[config.mk]
export PLATFORM = sky130hd
export DESIGN_NAME = uart_cmd_frame_gen
export DESIGN_NICKNAME = d
export VERILOG_FILES = /design/src/rtl/uart_frame_pkg.sv /design/src/rtl/uart_bit_tick.sv /design/src/rtl/uart_cmd_frame_gen.sv
export SDC_FILE = /design/constraint.sdc
export NUM_CORES = 1
export LEC_CHECK = 0
export ABC_AREA = 1
export CAP_MARGIN = 20
export CORE_ASPECT_RATIO = 0.75
export CORE_MARGIN = 4
export CORE_UTILIZATION = 35
export CTS_CLUSTER_DIAMETER = 150
export DETAILED_ROUTE_END_ITERATION = 7
export SYNTH_ARGS = -nofsm -noshare
export SYNTH_HDL_FRONTEND = slang
export SYNTH_HIERARCHICAL = 1
export SYNTH_SLANG_ARGS = --single-unit
export TNS_END_PERCENT = 100
[constraint.sdc]
create_clock -name clk -period 3.1 [get_ports clk]
set_clock_uncertainty 0.1 [all_clocks]
set_input_delay 0.465 -clock clk [delete_from_list [all_inputs] [get_ports clk]]
set_output_delay 0.465 -clock clk [all_outputs]
set_load 0.02 [all_outputs]
[src/rtl/uart_frame_pkg.sv]
// Shared types and helpers for the UART command-frame serializer.
package uart_frame_pkg;

    // Serializer FSM states.
    typedef enum logic [2:0] {
        IDLE    = 3'd0,
        START_B = 3'd1,
        DATA    = 3'd2,
        PARITY  = 3'd3,
        STOP    = 3'd4,
        GAP     = 3'd5
    } state_t;

    // Parity type encodings for the par_typ input.
    localparam logic PAR_EVEN = 1'b0;
    localparam logic PAR_ODD  = 1'b1;

    // Bits on the line for one frame: start + payload + optional parity + stop.
    function automatic int unsigned frame_bits(input int unsigned data_width, input logic par_en);
        return 32'd2 + data_width + (par_en ? 32'd1 : 32'd0);
    endfunction

endpackage

[src/rtl/uart_bit_tick.sv]
// Prescale down-counter: raises bit_end in the last cycle of every bit period.
// last_next flags that the following cycle will be the last of its bit period.
module uart_bit_tick #(
    parameter int PRESCALE_WIDTH = 6
) (
    input  logic                      clk,
    input  logic                      rst_n,
    input  logic                      en,
    input  logic [PRESCALE_WIDTH-1:0] prescale,
    output logic                      bit_end,
    output logic                      last_next
);

    localparam logic [PRESCALE_WIDTH-1:0] CNT_ZERO = PRESCALE_WIDTH'(0);
    localparam logic [PRESCALE_WIDTH-1:0] CNT_ONE  = PRESCALE_WIDTH'(1);

    logic [PRESCALE_WIDTH-1:0] cnt_r;
    logic [PRESCALE_WIDTH-1:0] cnt_next_s;
    logic [PRESCALE_WIDTH-1:0] reload_s;

    // Reload value (prescale 0 behaves as 1) and next counter value.
    always_comb begin
        reload_s   = CNT_ZERO;
        cnt_next_s = CNT_ZERO;
        if (prescale == CNT_ZERO) begin
            reload_s = CNT_ZERO;
        end else begin
            reload_s = prescale - CNT_ONE;
        end
        if (!en || (cnt_r == CNT_ZERO)) begin
            cnt_next_s = reload_s;
        end else begin
            cnt_next_s = cnt_r - CNT_ONE;
        end
    end

    assign bit_end   = en && (cnt_r == CNT_ZERO);
    assign last_next = (cnt_next_s == CNT_ZERO);

    // Counter register; held at the reload value while disabled.
    always_ff @(posedge clk or negedge rst_n) begin
        if (!rst_n) begin
            cnt_r <= CNT_ZERO;
        end else begin
            cnt_r <= cnt_next_s;
        end
    end

endmodule

[src/rtl/uart_cmd_frame_gen.sv]
// UART command-frame serializer: latches a multi-frame command and sends it as
// back-to-back UART frames (start, data LSB first, optional parity, stop) with
// an optional idle gap between frames.
module uart_cmd_frame_gen
    import uart_frame_pkg::*;
#(
    parameter int  DATA_WIDTH     = 8,
    parameter int  MAX_FRAMES     = 4,
    parameter int  PRESCALE_WIDTH = 6,
    parameter int  GAP_WIDTH      = 4,
    localparam int LEN_W          = $clog2(MAX_FRAMES + 1),
    localparam int IDX_W          = $clog2(MAX_FRAMES)
) (
    input  logic                             clk,
    input  logic                             rst_n,
    input  logic                             start,
    input  logic [MAX_FRAMES*DATA_WIDTH-1:0] cmd_data,
    input  logic [LEN_W-1:0]                 cmd_len,
    input  logic                             par_en,
    input  logic                             par_typ,
    input  logic [PRESCALE_WIDTH-1:0]        prescale,
    input  logic [GAP_WIDTH-1:0]             gap_bits,
    output logic                             tx_out,
    output logic                             busy,
    output logic                             frame_done,
    output logic                             cmd_done,
    output logic [IDX_W-1:0]                 frame_idx
);

    localparam int BC_W = $clog2(DATA_WIDTH);
    localparam logic [BC_W-1:0] BIT_LAST = BC_W'(DATA_WIDTH - 1);

    state_t                          state_r;
    logic [MAX_FRAMES*DATA_WIDTH-1:0] cmd_r;
    logic [LEN_W-1:0]                len_r;
    logic                            par_en_r;
    logic                            par_typ_r;
    logic [PRESCALE_WIDTH-1:0]       prescale_r;
    logic [GAP_WIDTH-1:0]            gap_r;
    logic [DATA_WIDTH-1:0]           shift_r;
    logic                            parity_r;
    logic [BC_W-1:0]                 bit_cnt_r;
    logic [GAP_WIDTH-1:0]            gap_cnt_r;
    logic [IDX_W-1:0]                frame_idx_r;
    logic                            tx_out_r;
    logic                            busy_r;
    logic                            frame_done_r;
    logic                            cmd_done_r;

    logic [PRESCALE_WIDTH-1:0]       prescale_s;
    logic [LEN_W-1:0]                len_clamp_s;
    logic [DATA_WIDTH-1:0]           frame_data_s;
    logic                            is_last_s;
    logic                            tick_en_s;
    logic                            bit_end_s;
    logic                            last_next_s;

    // Parity bit for one payload word.
    function automatic logic parity_bit(input logic [DATA_WIDTH-1:0] d, input logic typ);
        return (^d) ^ (typ == PAR_ODD);
    endfunction

    // Timing source: live prescale while idle so the first bit already uses
    // the value being latched on accept.
    always_comb begin
        prescale_s  = prescale_r;
        len_clamp_s = cmd_len;
        if (state_r == IDLE) begin
            prescale_s = prescale;
        end else begin
            prescale_s = prescale_r;
        end
        if (cmd_len > LEN_W'(MAX_FRAMES)) begin
            len_clamp_s = LEN_W'(MAX_FRAMES);
        end else begin
            len_clamp_s = cmd_len;
        end
        frame_data_s = cmd_r[int'(frame_idx_r)*DATA_WIDTH +: DATA_WIDTH];
        is_last_s    = ((LEN_W'(frame_idx_r) + LEN_W'(1)) == len_r);
        tick_en_s    = (state_r != IDLE);
    end

    uart_bit_tick #(
        .PRESCALE_WIDTH(PRESCALE_WIDTH)
    ) u_bit_tick (
        .clk      (clk),
        .rst_n    (rst_n),
        .en       (tick_en_s),
        .prescale (prescale_s),
        .bit_end  (bit_end_s),
        .last_next(last_next_s)
    );

    // Serializer FSM with registered line and status outputs.
    always_ff @(posedge clk or negedge rst_n) begin
        if (!rst_n) begin
            state_r      <= IDLE;
            cmd_r        <= {(MAX_FRAMES*DATA_WIDTH){1'b0}};
            len_r        <= {LEN_W{1'b0}};
            par_en_r     <= 1'b0;
            par_typ_r    <= 1'b0;
            prescale_r   <= {PRESCALE_WIDTH{1'b0}};
            gap_r        <= {GAP_WIDTH{1'b0}};
            shift_r      <= {DATA_WIDTH{1'b0}};
            parity_r     <= 1'b0;
            bit_cnt_r    <= {BC_W{1'b0}};
            gap_cnt_r    <= {GAP_WIDTH{1'b0}};
            frame_idx_r  <= {IDX_W{1'b0}};
            tx_out_r     <= 1'b1;
            busy_r       <= 1'b0;
            frame_done_r <= 1'b0;
            cmd_done_r   <= 1'b0;
        end else begin
            frame_done_r <= 1'b0;
            cmd_done_r   <= 1'b0;
            case (state_r)
                IDLE: begin
                    if (start) begin
                        cmd_r       <= cmd_data;
                        len_r       <= len_clamp_s;
                        par_en_r    <= par_en;
                        par_typ_r   <= par_typ;
                        prescale_r  <= prescale;
                        gap_r       <= gap_bits;
                        frame_idx_r <= {IDX_W{1'b0}};
                        bit_cnt_r   <= {BC_W{1'b0}};
                        gap_cnt_r   <= {GAP_WIDTH{1'b0}};
                        if (len_clamp_s == LEN_W'(0)) begin
                            // Empty command completes at once without touching the line.
                            cmd_done_r <= 1'b1;
                        end else begin
                            state_r  <= START_B;
                            tx_out_r <= 1'b0;
                            busy_r   <= 1'b1;
                        end
                    end
                end
                START_B: begin
                    if (bit_end_s) begin
                        state_r   <= DATA;
                        tx_out_r  <= frame_data_s[0];
                        shift_r   <= frame_data_s >> 1;
                        parity_r  <= parity_bit(frame_data_s, par_typ_r);
                        bit_cnt_r <= {BC_W{1'b0}};
                    end
                end
                DATA: begin
                    if (bit_end_s) begin
                        if (bit_cnt_r == BIT_LAST) begin
                            bit_cnt_r <= {BC_W{1'b0}};
                            if (par_en_r) begin
                                state_r  <= PARITY;
                                tx_out_r <= parity_r;
                            end else begin
                                state_r      <= STOP;
                                tx_out_r     <= 1'b1;
                                frame_done_r <= last_next_s;
                                cmd_done_r   <= last_next_s && is_last_s;
                            end
                        end else begin
                            bit_cnt_r <= bit_cnt_r + BC_W'(1);
                            tx_out_r  <= shift_r[0];
                            shift_r   <= shift_r >> 1;
                        end
                    end
                end
                PARITY: begin
                    if (bit_end_s) begin
                        state_r      <= STOP;
                        tx_out_r     <= 1'b1;
                        frame_done_r <= last_next_s;
                        cmd_done_r   <= last_next_s && is_last_s;
                    end
                end
                STOP: begin
                    if (bit_end_s) begin
                        if (is_last_s) begin
                            state_r  <= IDLE;
                            busy_r   <= 1'b0;
                            tx_out_r <= 1'b1;
                        end else if (gap_r != GAP_WIDTH'(0)) begin
                            state_r   <= GAP;
                            gap_cnt_r <= {GAP_WIDTH{1'b0}};
                            tx_out_r  <= 1'b1;
                        end else begin
                            state_r     <= START_B;
                            tx_out_r    <= 1'b0;
                            frame_idx_r <= frame_idx_r + IDX_W'(1);
                        end
                    end else begin
                        // Pulses land in the final cycle of the stop bit.
                        frame_done_r <= last_next_s;
                        cmd_done_r   <= last_next_s && is_last_s;
                    end
                end
                GAP: begin
                    if (bit_end_s) begin
                        if (gap_cnt_r == (gap_r - GAP_WIDTH'(1))) begin
                            state_r     <= START_B;
                            tx_out_r    <= 1'b0;
                            gap_cnt_r   <= {GAP_WIDTH{1'b0}};
                            frame_idx_r <= frame_idx_r + IDX_W'(1);
                        end else begin
                            gap_cnt_r <= gap_cnt_r + GAP_WIDTH'(1);
                        end
                    end
                end
                default: begin
                    state_r  <= IDLE;
                    tx_out_r <= 1'b1;
                    busy_r   <= 1'b0;
                end
            endcase
        end
    end

    assign tx_out     = tx_out_r;
    assign busy       = busy_r;
    assign frame_done = frame_done_r;
    assign cmd_done   = cmd_done_r;
    assign frame_idx  = frame_idx_r;

endmodule

==> metrics <==
IO buf count=55; drc violations=0; Ant. Diodes=0; die height=106 um; Pwr Density=994 nW/um2; Die Area=14,700 um2; register area share after synthesis=43.1%; RR Endpoint=cmd_done; Leak=0.00275 uW; largest net degree at the start of global routing=78; Vias/cell=4.67; Tot GR Track Use=14.6%; R2R cell count=15; Yosys cell types=38; Reg-to-Reg Start=state_r[2]; wire per inst=12.0 um; Fillers=1,240; syn_area_per_cell=7.23 um2; Yosys warnings=6; routability cong.=0.873; Slew headroom=60.6%; Cells after DPL=826; buffer depth of the longest clock path=2; first-pass GRT wire length=17,600 um; Synth top area share=42.5%; overflow left after global routing=0; WP data required=3.25 ns; status=finished with violations; clock sink count=77; CTS Hold Buffers Added=0; Post-Place Cell Area=5160 um2; Startpoint Class=flip-flop; H-tree depth=3; fin nets=732; Max Freq=375 MHz; critical path cell sequence=nor2_4 -> nand2_2 -> o21ai_0 -> inv_1 -> ha_1 -> xor2_1 -> nand2_1 -> nand2_1 -> o21ai_1 -> nand3_1 -> nor2_2 -> inv_1 -> a21oi_1 -> nand2_1 -> o21ai_0; CP arrival=2.81 ns; class of the worst hold path=primary input to asynchronous set/reset pin; clock latency at the later pin of the worst-skew pair=0.34 ns; Post-Syn Instances=619; most frequent cells after synthesis=275 x nand2_1, 76 x dfrtp_1, 53 x inv_1; core area=12,400 um2; # Max-Cap Violations=0; Die Span X=139 um; Ports=56; DR iter-0 viols=196; post-layout min period=2.66 ns; Critical Setup Path Class=flip-flop to flip-flop; CP max stage delay=0.49 ns; Slowest cell on crit path=dfrtp_1; CTS tree=done; area growth from synthesis to layout=22.1%; Initial Util=36.1%; drt total wl=10,200 um; worst-path fanout max=16; post-route insts no fill=843; fin util=44.1%; Post-CTS Resized=0; Crit path top cell by count=nand2_1; vias=3,938; EDFF count, synth=0; Setup TNS Final=0 ns; Final Max Slew Viols=0; WHS=-0.00381 ns; failing checks=hold timing; post-synthesis async set-or-reset flop share=100%; First-pass DRT Iterations=4; # Post-CTS Setup Buffers=0; Synth area leader=dfrtp_1; DPL Wire Length=7450 um; Fin. Hold Viols=2; ranking of synthesized cells by area=dfrtp_1 43%, nand2_1 23%, o21ai_0 5.0%, inv_1 4.4%, nand3_1 4.1%; Rows=35; final worst-path cycle share=85.9%; Final Instance Area=5460 um2; TritonCTS buffer count=9; Post-Syn Area=4470 um2; r2r setup slk=0.44 ns; CP endpoint kind=flip-flop; Root Driver=clkbuf_16; initial antenna violation count=0; worst vdd ir=0.311 mV; top-count cell post-synth=nand2_1; vias in the first global route=3,802; layout cells sized above 1=8.57%; RSZ-0062 raised after global routing=no; prevailing post-synth register cell=dfrtp_1; Routed Antenna Nets=0; Clk pin slew, worst setup/hold paths=0.06 ns; FF+latch count, synth=77; Slew @ Worst Pin=0.585 ns; Synth Net Count=679; final setup fails=0
==> registers in the layout, summed over array words and instances (netlist names), 2 cells and up <==
register / cells
prescale_r: 6
cmd_r: 32
frame_idx: 2
gap_r: 4
bit_cnt_r: 3
len_r: 3
state_r: 3
gap_cnt_r: 4
u_bit_tick/cnt_r: 6
shift_r: 7
==> critical path, delay by kind of cell (launching register included) <==
family	cells	cell delay (ns)
DFF	1	0.49
and+or+nand+nor	7	0.77
AOI/OAI and AO/OA	4	0.68
buffers and inverters	2	0.15
adders and majority gates	1	0.23
xor gates and xnor gates	1	0.15
==> metrics by stage <==
stage               hold WS, ns  worst slack (ns)  power (uW)
floorplan                0.0694             0.480        3800
CTS                       0.236             0.413        5470
finish                 -0.00381             0.436        5430
detailed placement        0.360             0.377        4430
global placement          0.356             0.477        4340
global route             0.0337             0.110        6010
==> report_power, final <==
part / internal [uW] / total (uW) / switching, uW
Sequential: 1420 / 1660 / 246
Combinational: 975 / 2740 / 1770
Clock: 624 / 1020 / 397
Total: 3020 / 5430 / 2410
==> layout by cell type (no fill, tap or decap), types with 4 or more instances in the layout <==
master / instances
xor2_1: 7
nand2_2: 5
nor2_1: 23
ha_1: 10
inv_2: 9
nor2_2: 11
nor2_4: 6
buf_4: 6
clkbuf_1: 5
a21oi_1: 12
clkbuf_16: 9
nand2_1: 275
o21ai_0: 45
xnor2_1: 4
nand3_1: 37
clkdlybuf4s50_1: 54
o21ai_1: 5
inv_1: 53
dfrtp_1: 76
==> worst max-delay path by stage <==
stage | start | to | slack (ns) | cells after the start
floorplan | state_r[2] | cmd_done | 0.48 | 18
global placement | prescale[1] | cmd_done | 0.48 | 15
detailed placement | prescale[1] | cmd_done | 0.38 | 15
CTS | state_r[2] | cmd_done | 0.41 | 15
global route | state_r[2] | cmd_done | 0.11 | 15
finish | state_r[2] | cmd_done | 0.44 | 15
==> area by class of cell <==
type                    count  area, um2  area share, %
multi-input cells         460       2200           40.3
flip-flops and latches     77       1930           35.3
repair buffers             61        606           11.1
clock buffers              14        244           4.47
inverters                  63        239           4.38
well taps                 166        208           3.80
clock inverters             2       35.0          0.641
==> cell families after synthesis <==
| logic type | after synthesis | share of synthesized area [%] |
|---|---|---|
| compound gates | 71 | 9.03 |
| xor+xnor | 11 | 2.15 |
| fa+ha+maj | 10 | 2.80 |
| buf+inv | 82 | 7.86 |
| flops | 77 | 43.1 |
| simple gates | 368 | 35.1 |
==> metal layers <==
| metal | global-route usage [%] | wire (um) | vias up |
|---|---|---|---|
| met4 | 4.65 | 185 | 0 |
| met1 | 20.7 | 5130 | 1797 |
| li1 | - | - | 2035 |
| met5 | 0 | 0 | - |
| met3 | 3.96 | 508 | 21 |
| met2 | 21.7 | 4330 | 85 |
Power figures use the tool's default switching activity.
